--- src/rtl/regfile_ctrl_pkg.sv ---
// Shared types for the register-file access controller: FSM states, command record, default geometry.
package regfile_ctrl_pkg;

    localparam int DEF_DATA_WIDTH = 8;
    localparam int DEF_ADDR_WIDTH = 2;
    localparam int RF_DEPTH       = 2 ** DEF_ADDR_WIDTH;

    typedef enum logic [1:0] {
        ST_INIT,
        ST_IDLE,
        ST_READ_WAIT,
        ST_RESP
    } state_t;

    typedef struct packed {
        logic                      write;
        logic [DEF_ADDR_WIDTH-1:0] addr;
        logic [DEF_DATA_WIDTH-1:0] wdata;
    } cmd_t;

endpackage

--- src/rtl/regfile_access_ctrl.sv ---
// Sole master of a small register file: post-reset init sweep, then a valid/ready
// command port (reads/writes) with read data returned on a valid/ready response port.
module regfile_access_ctrl
    import regfile_ctrl_pkg::*;
#(
    parameter int                       DATA_WIDTH   = 8,
    parameter int                       ADDR_WIDTH   = 2,
    parameter int unsigned              READ_LATENCY = 0,
    parameter logic [DATA_WIDTH-1:0]    INIT_VALUE   = '0
) (
    input  logic                  clock,
    input  logic                  reset_n,
    input  logic                  req_valid,
    output logic                  req_ready,
    input  logic                  req_write,
    input  logic [ADDR_WIDTH-1:0] req_addr,
    input  logic [DATA_WIDTH-1:0] req_wdata,
    output logic                  rsp_valid,
    input  logic                  rsp_ready,
    output logic [ADDR_WIDTH-1:0] rsp_addr,
    output logic [DATA_WIDTH-1:0] rsp_rdata,
    output logic                  init_done,
    output logic                  rf_write_en,
    output logic [ADDR_WIDTH-1:0] rf_write_address,
    output logic [DATA_WIDTH-1:0] rf_write_data,
    output logic [ADDR_WIDTH-1:0] rf_read_address,
    input  logic [DATA_WIDTH-1:0] rf_read_data
);

    localparam logic [ADDR_WIDTH-1:0] LAST_ADDR = '1;

    state_t                state;
    state_t                state_next;
    logic [ADDR_WIDTH-1:0] init_cnt;
    logic [1:0]            wait_cnt;
    logic                  req_fire;
    logic                  rsp_fire;

    // req_ready is registered from state_next, so it is high exactly while in IDLE.
    assign req_fire = req_valid && req_ready;
    assign rsp_fire = rsp_valid && rsp_ready;

    always_comb begin
        // NOTE: default first so every path assigns state_next and no latch is inferred.
        state_next = state;
        case (state)
            ST_INIT:      if (init_cnt == LAST_ADDR) state_next = ST_IDLE;
            ST_IDLE:      if (req_fire && !req_write) state_next = ST_READ_WAIT;
            ST_READ_WAIT: if (wait_cnt == 2'd0) state_next = ST_RESP;
            ST_RESP:      if (rsp_fire) state_next = ST_IDLE;
            default:      state_next = ST_INIT;
        endcase
    end

    // NOTE: non-blocking assignments keep every register sampling pre-edge values.
    always_ff @(posedge clock or negedge reset_n) begin
        if (!reset_n) begin
            state            <= ST_INIT;
            init_cnt         <= '0;
            wait_cnt         <= 2'd0;
            req_ready        <= 1'b0;
            init_done        <= 1'b0;
            rsp_valid        <= 1'b0;
            rsp_addr         <= '0;
            rsp_rdata        <= '0;
            rf_write_en      <= 1'b0;
            rf_write_address <= '0;
            rf_write_data    <= '0;
            rf_read_address  <= '0;
        end else begin
            state       <= state_next;
            req_ready   <= (state_next == ST_IDLE);
            rf_write_en <= 1'b0;
            if (state_next == ST_IDLE) init_done <= 1'b1;

            case (state)
                ST_INIT: begin
                    rf_write_en      <= 1'b1;
                    rf_write_address <= init_cnt;
                    rf_write_data    <= INIT_VALUE;
                    // Saturate on the last address instead of wrapping back to 0.
                    if (init_cnt != LAST_ADDR) init_cnt <= init_cnt + ADDR_WIDTH'(1);
                end
                ST_IDLE: begin
                    if (req_fire) begin
                        if (req_write) begin
                            rf_write_en      <= 1'b1;
                            rf_write_address <= req_addr;
                            rf_write_data    <= req_wdata;
                        end else begin
                            rf_read_address <= req_addr;
                            rsp_addr        <= req_addr;
                            wait_cnt        <= 2'(READ_LATENCY);
                        end
                    end
                end
                ST_READ_WAIT: begin
                    if (wait_cnt == 2'd0) begin
                        rsp_rdata <= rf_read_data;
                        rsp_valid <= 1'b1;
                    end else begin
                        wait_cnt <= wait_cnt - 2'd1;
                    end
                end
                ST_RESP: begin
                    if (rsp_fire) rsp_valid <= 1'b0;
                end
                default: ;
            endcase
        end
    end

endmodule
--- config.mk ---
export PLATFORM = sky130hd
export DESIGN_NAME = regfile_access_ctrl
export DESIGN_NICKNAME = d
export VERILOG_FILES = /design/src/rtl/regfile_ctrl_pkg.sv /design/src/rtl/regfile_access_ctrl.sv
export SDC_FILE = /design/constraint.sdc
export NUM_CORES = 1
export LEC_CHECK = 0
export CELL_PAD_IN_SITES_DETAIL_PLACEMENT = 1
export CELL_PAD_IN_SITES_GLOBAL_PLACEMENT = 1
export CORE_ASPECT_RATIO = 1.2
export CORE_MARGIN = 2
export CORE_UTILIZATION = 35
export DETAILED_ROUTE_END_ITERATION = 12
export GPL_ROUTABILITY_DRIVEN = 0
export GPL_TIMING_DRIVEN = 0
export HOLD_SLACK_MARGIN = 0.1
export PLACE_DENSITY_LB_ADDON = 0.15
export SLEW_MARGIN = 20
export SYNTH_ARGS = -nofsm -noshare
export SYNTH_HDL_FRONTEND = slang
export SYNTH_SLANG_ARGS = --single-unit
export TNS_END_PERCENT = 1
--- constraint.sdc ---
create_clock -name clock -period 2.6 [get_ports clock]
set_input_delay 0.52 -clock clock [delete_from_list [all_inputs] [get_ports clock]]
set_output_delay 0.52 -clock clock [all_outputs]
set_load 0.1 [all_outputs]
==> out/metrics.csv, run 1 <==
metric,value,unit
outcome,"finished, final reports clean",
multi_input_area,446.7,sq um
r2r_end,wait_cnt[0],
ios,49,
pre_cts_ws,0.4977,ns
clk_latency,0.28,ns
clockBufferDepth,2,
drive_above_1_share,21.92,%
path_max_fanout,3,
grt_usage,16.27,%
max_stage_delay,1.11,ns
routed-via-count,932,
hold_violations,0,
viasPerCell,5.093,
ys.flop_type,dfrtp_1,
period_share,92.14,%
ff2ff_path_depth,5,
synth_top_family_by_area,multiplexers,
ctsHoldBuffers,0,
timing.rr.start,wait_cnt[0],
rsz0062_at_grt,no,
synth_compound_area_share,10.87,%
place_area,1765,sq um
cts_root_buffer,clkbuf_8,
die-height,69.30,um
worstPathArrival,1.88,ns
worstSetupPathType,reg2out,
clock-skew-final,0.005491,ns
grt_antenna_before_repair,0,
cts_max_level,2,
whs,0.2645,ns
postLayoutSetupSlackWorst,0.2044,ns
period_minus_slack,2.396,ns
critPathCaptureType,output pin,
nNetsFinal,170,
synth-edff-count,0,
path_cells,buf_4 > clkdlybuf4s50_1,
hold_path_class,in2async,
required,2.08,ns
fmax,417.4,MHz
synthTopCellsByArea,"dfrtp_1 (60%), mux2_2 (12%), a22o_1 (5.6%), buf_4 (2.4%), ha_1 (2.0%)",
fin_tns_setup,0,ns
drt_wl_total,2918,um
syn-mean-instance-area,13.82,sq um
synth_fp_nets,115,
synth_xor_area_share,0.7042,%
cts_resized,0,
grt_pass1_wl,4781,um
synth_area,1244,sq um
critPathLaunchType,flop,
fillers,358,
maxCapViolations,0,
post_cts_buffers,0,
rows,23,
setup_viol,0,
cts_tree,done,
dp_hpwl,2158,um
initial_core_util,36.94,%
final_cell_area,1857,sq um
seqCellArea,750.7,sq um
rrSetupSlack,1.15,ns
seq_area_frac_synth,60.36,%
synth_top_area_share,60.36,%
muxShareOfSynthArea,13.88,%
core_area,3367,sq um
worstMarginPinSlew,0.9940,ns
drt-pass1-iter-count,2,
area_growth,49.30,%
insertedDiodeCount,0,
die_w,58.42,um
synthSimpleGateAreaFrac,8.451,%
cts.sinks,30,
port-buffer-count,48,
clk_pin_slew,0.06,ns
synthAdderAreaFrac,2.012,%
ant_nets,0,
globalRouteOverflowTotal,0,
async_flop_share,100.0,%
remaining_drc_errors,0,
die-area,4048,sq um
yosysTopAreaCell,dfrtp_1,
cp_slowest_cell,clkdlybuf4s50_1,
ys_warn_count,0,
grt_max_degree,31,
relSlewSlack,33.53,%
first_global_vias,998,
cts_buffers,5,
synth_cell_types,29,
path_delay_family,buffers and inverters,
final_common_cell,clkdlybuf4s50_1,
drv_slew,0,
syn_inst,90,
wl_per_cell,15.95,um
worst-path-buf-inv,2,
synth_seq_cells,30,
first_iter_violations,6,
layout_common_cells,"clkdlybuf4s50_1 (47), dfrtp_1 (30), mux2_2 (13), a22o_1 (8), clkbuf_8 (6)",
cell usage after synthesis (2+ instances only):
| library cell | n |
|---|---|
| nor2_1 | 3 |
| inv_1 | 3 |
| a21o_1 | 2 |
| nand2_1 | 4 |
| nand3_1 | 2 |
| buf_4 | 4 |
| dfrtp_1 | 30 |
| mux2_2 | 13 |
| ha_1 | 2 |
| a22o_1 | 8 |
state kept, by name (all words and copies together) (netlist names), 2 cells and up:
register          flops
rf_write_data         8
init_cnt              2
rf_write_address      2
wait_cnt              2
rsp_rdata             8
state                 2
rf_read_address       2
kinds of logic (layout without fill, tap and decap cells):
kind of cell,Yosys count,in the layout
adders and majority gates,2,2
buffers and inverters,8,64
AOI/OAI and AO/OA,17,17
and+or+nand+nor,17,17
DFF,30,30
muxes,15,15
xor gates and xnor gates,1,1
per-stage QoR:
stage / cells / util (%)
after floorplan: 90 / -
after global placement: 175 / 52.58
after detailed placement: 175 / 52.43
final: 183 / 55.15
after CTS: 183 / 55.15
after global routing: 183 / 55.15
cell type report:
type	count	area share (%)
inverter	3	0.6065
tap	37	2.493
timing repair buffer	48	25.61
sequential	30	40.43
clock inverter	1	0.2695
multi-input combinational	52	24.06
clock buffer	7	4.650
buffer	5	1.887
how the worst max path moves through the flow:
stage / from / to / slack, ns / depth (start not counted)
final: rf_read_address[1] / rsp_addr[1] / 0.20 / 2
after global routing: rf_read_address[1] / rsp_addr[1] / 0.14 / 2
after CTS: rf_read_address[1] / rsp_addr[1] / 0.17 / 2
after detailed placement: rf_read_address[1] / rsp_addr[1] / 0.50 / 2
after global placement: reset_n / rf_write_data[2] / 0.47 / 1
after floorplan: req_ready / rf_write_address[1] / 0.69 / 4
worst reg2reg max path, stage by stage (launching register included):
cell and delay (ns):
dfrtp_1 0.37, inv_1 0.05, ha_1 0.24, or3b_4 0.42, o311ai_0 0.12, o21ai_1 0.13
layer usage:
metal,GRT usage (%),up-vias,routed length (um)
met1,17.35,465,1130
met4,9.302,0,72
met5,0,-,0
met3,6.903,5,209
li1,-,428,-
met2,26.22,34,1506
Power of run 1 is left out: the tool's default activity adds up to more than one toggle a clock period on the data nets, which glitch-free logic cannot reach.
==> run 2: changes to the inputs <==
ABC_CLOCK_PERIOD_IN_PS = 2600   (was unset)
==> results of run 2 <==
No change in the layout: final DEF, timing and power equal those of run 1.
Power of run 2 is left out for the same reason.
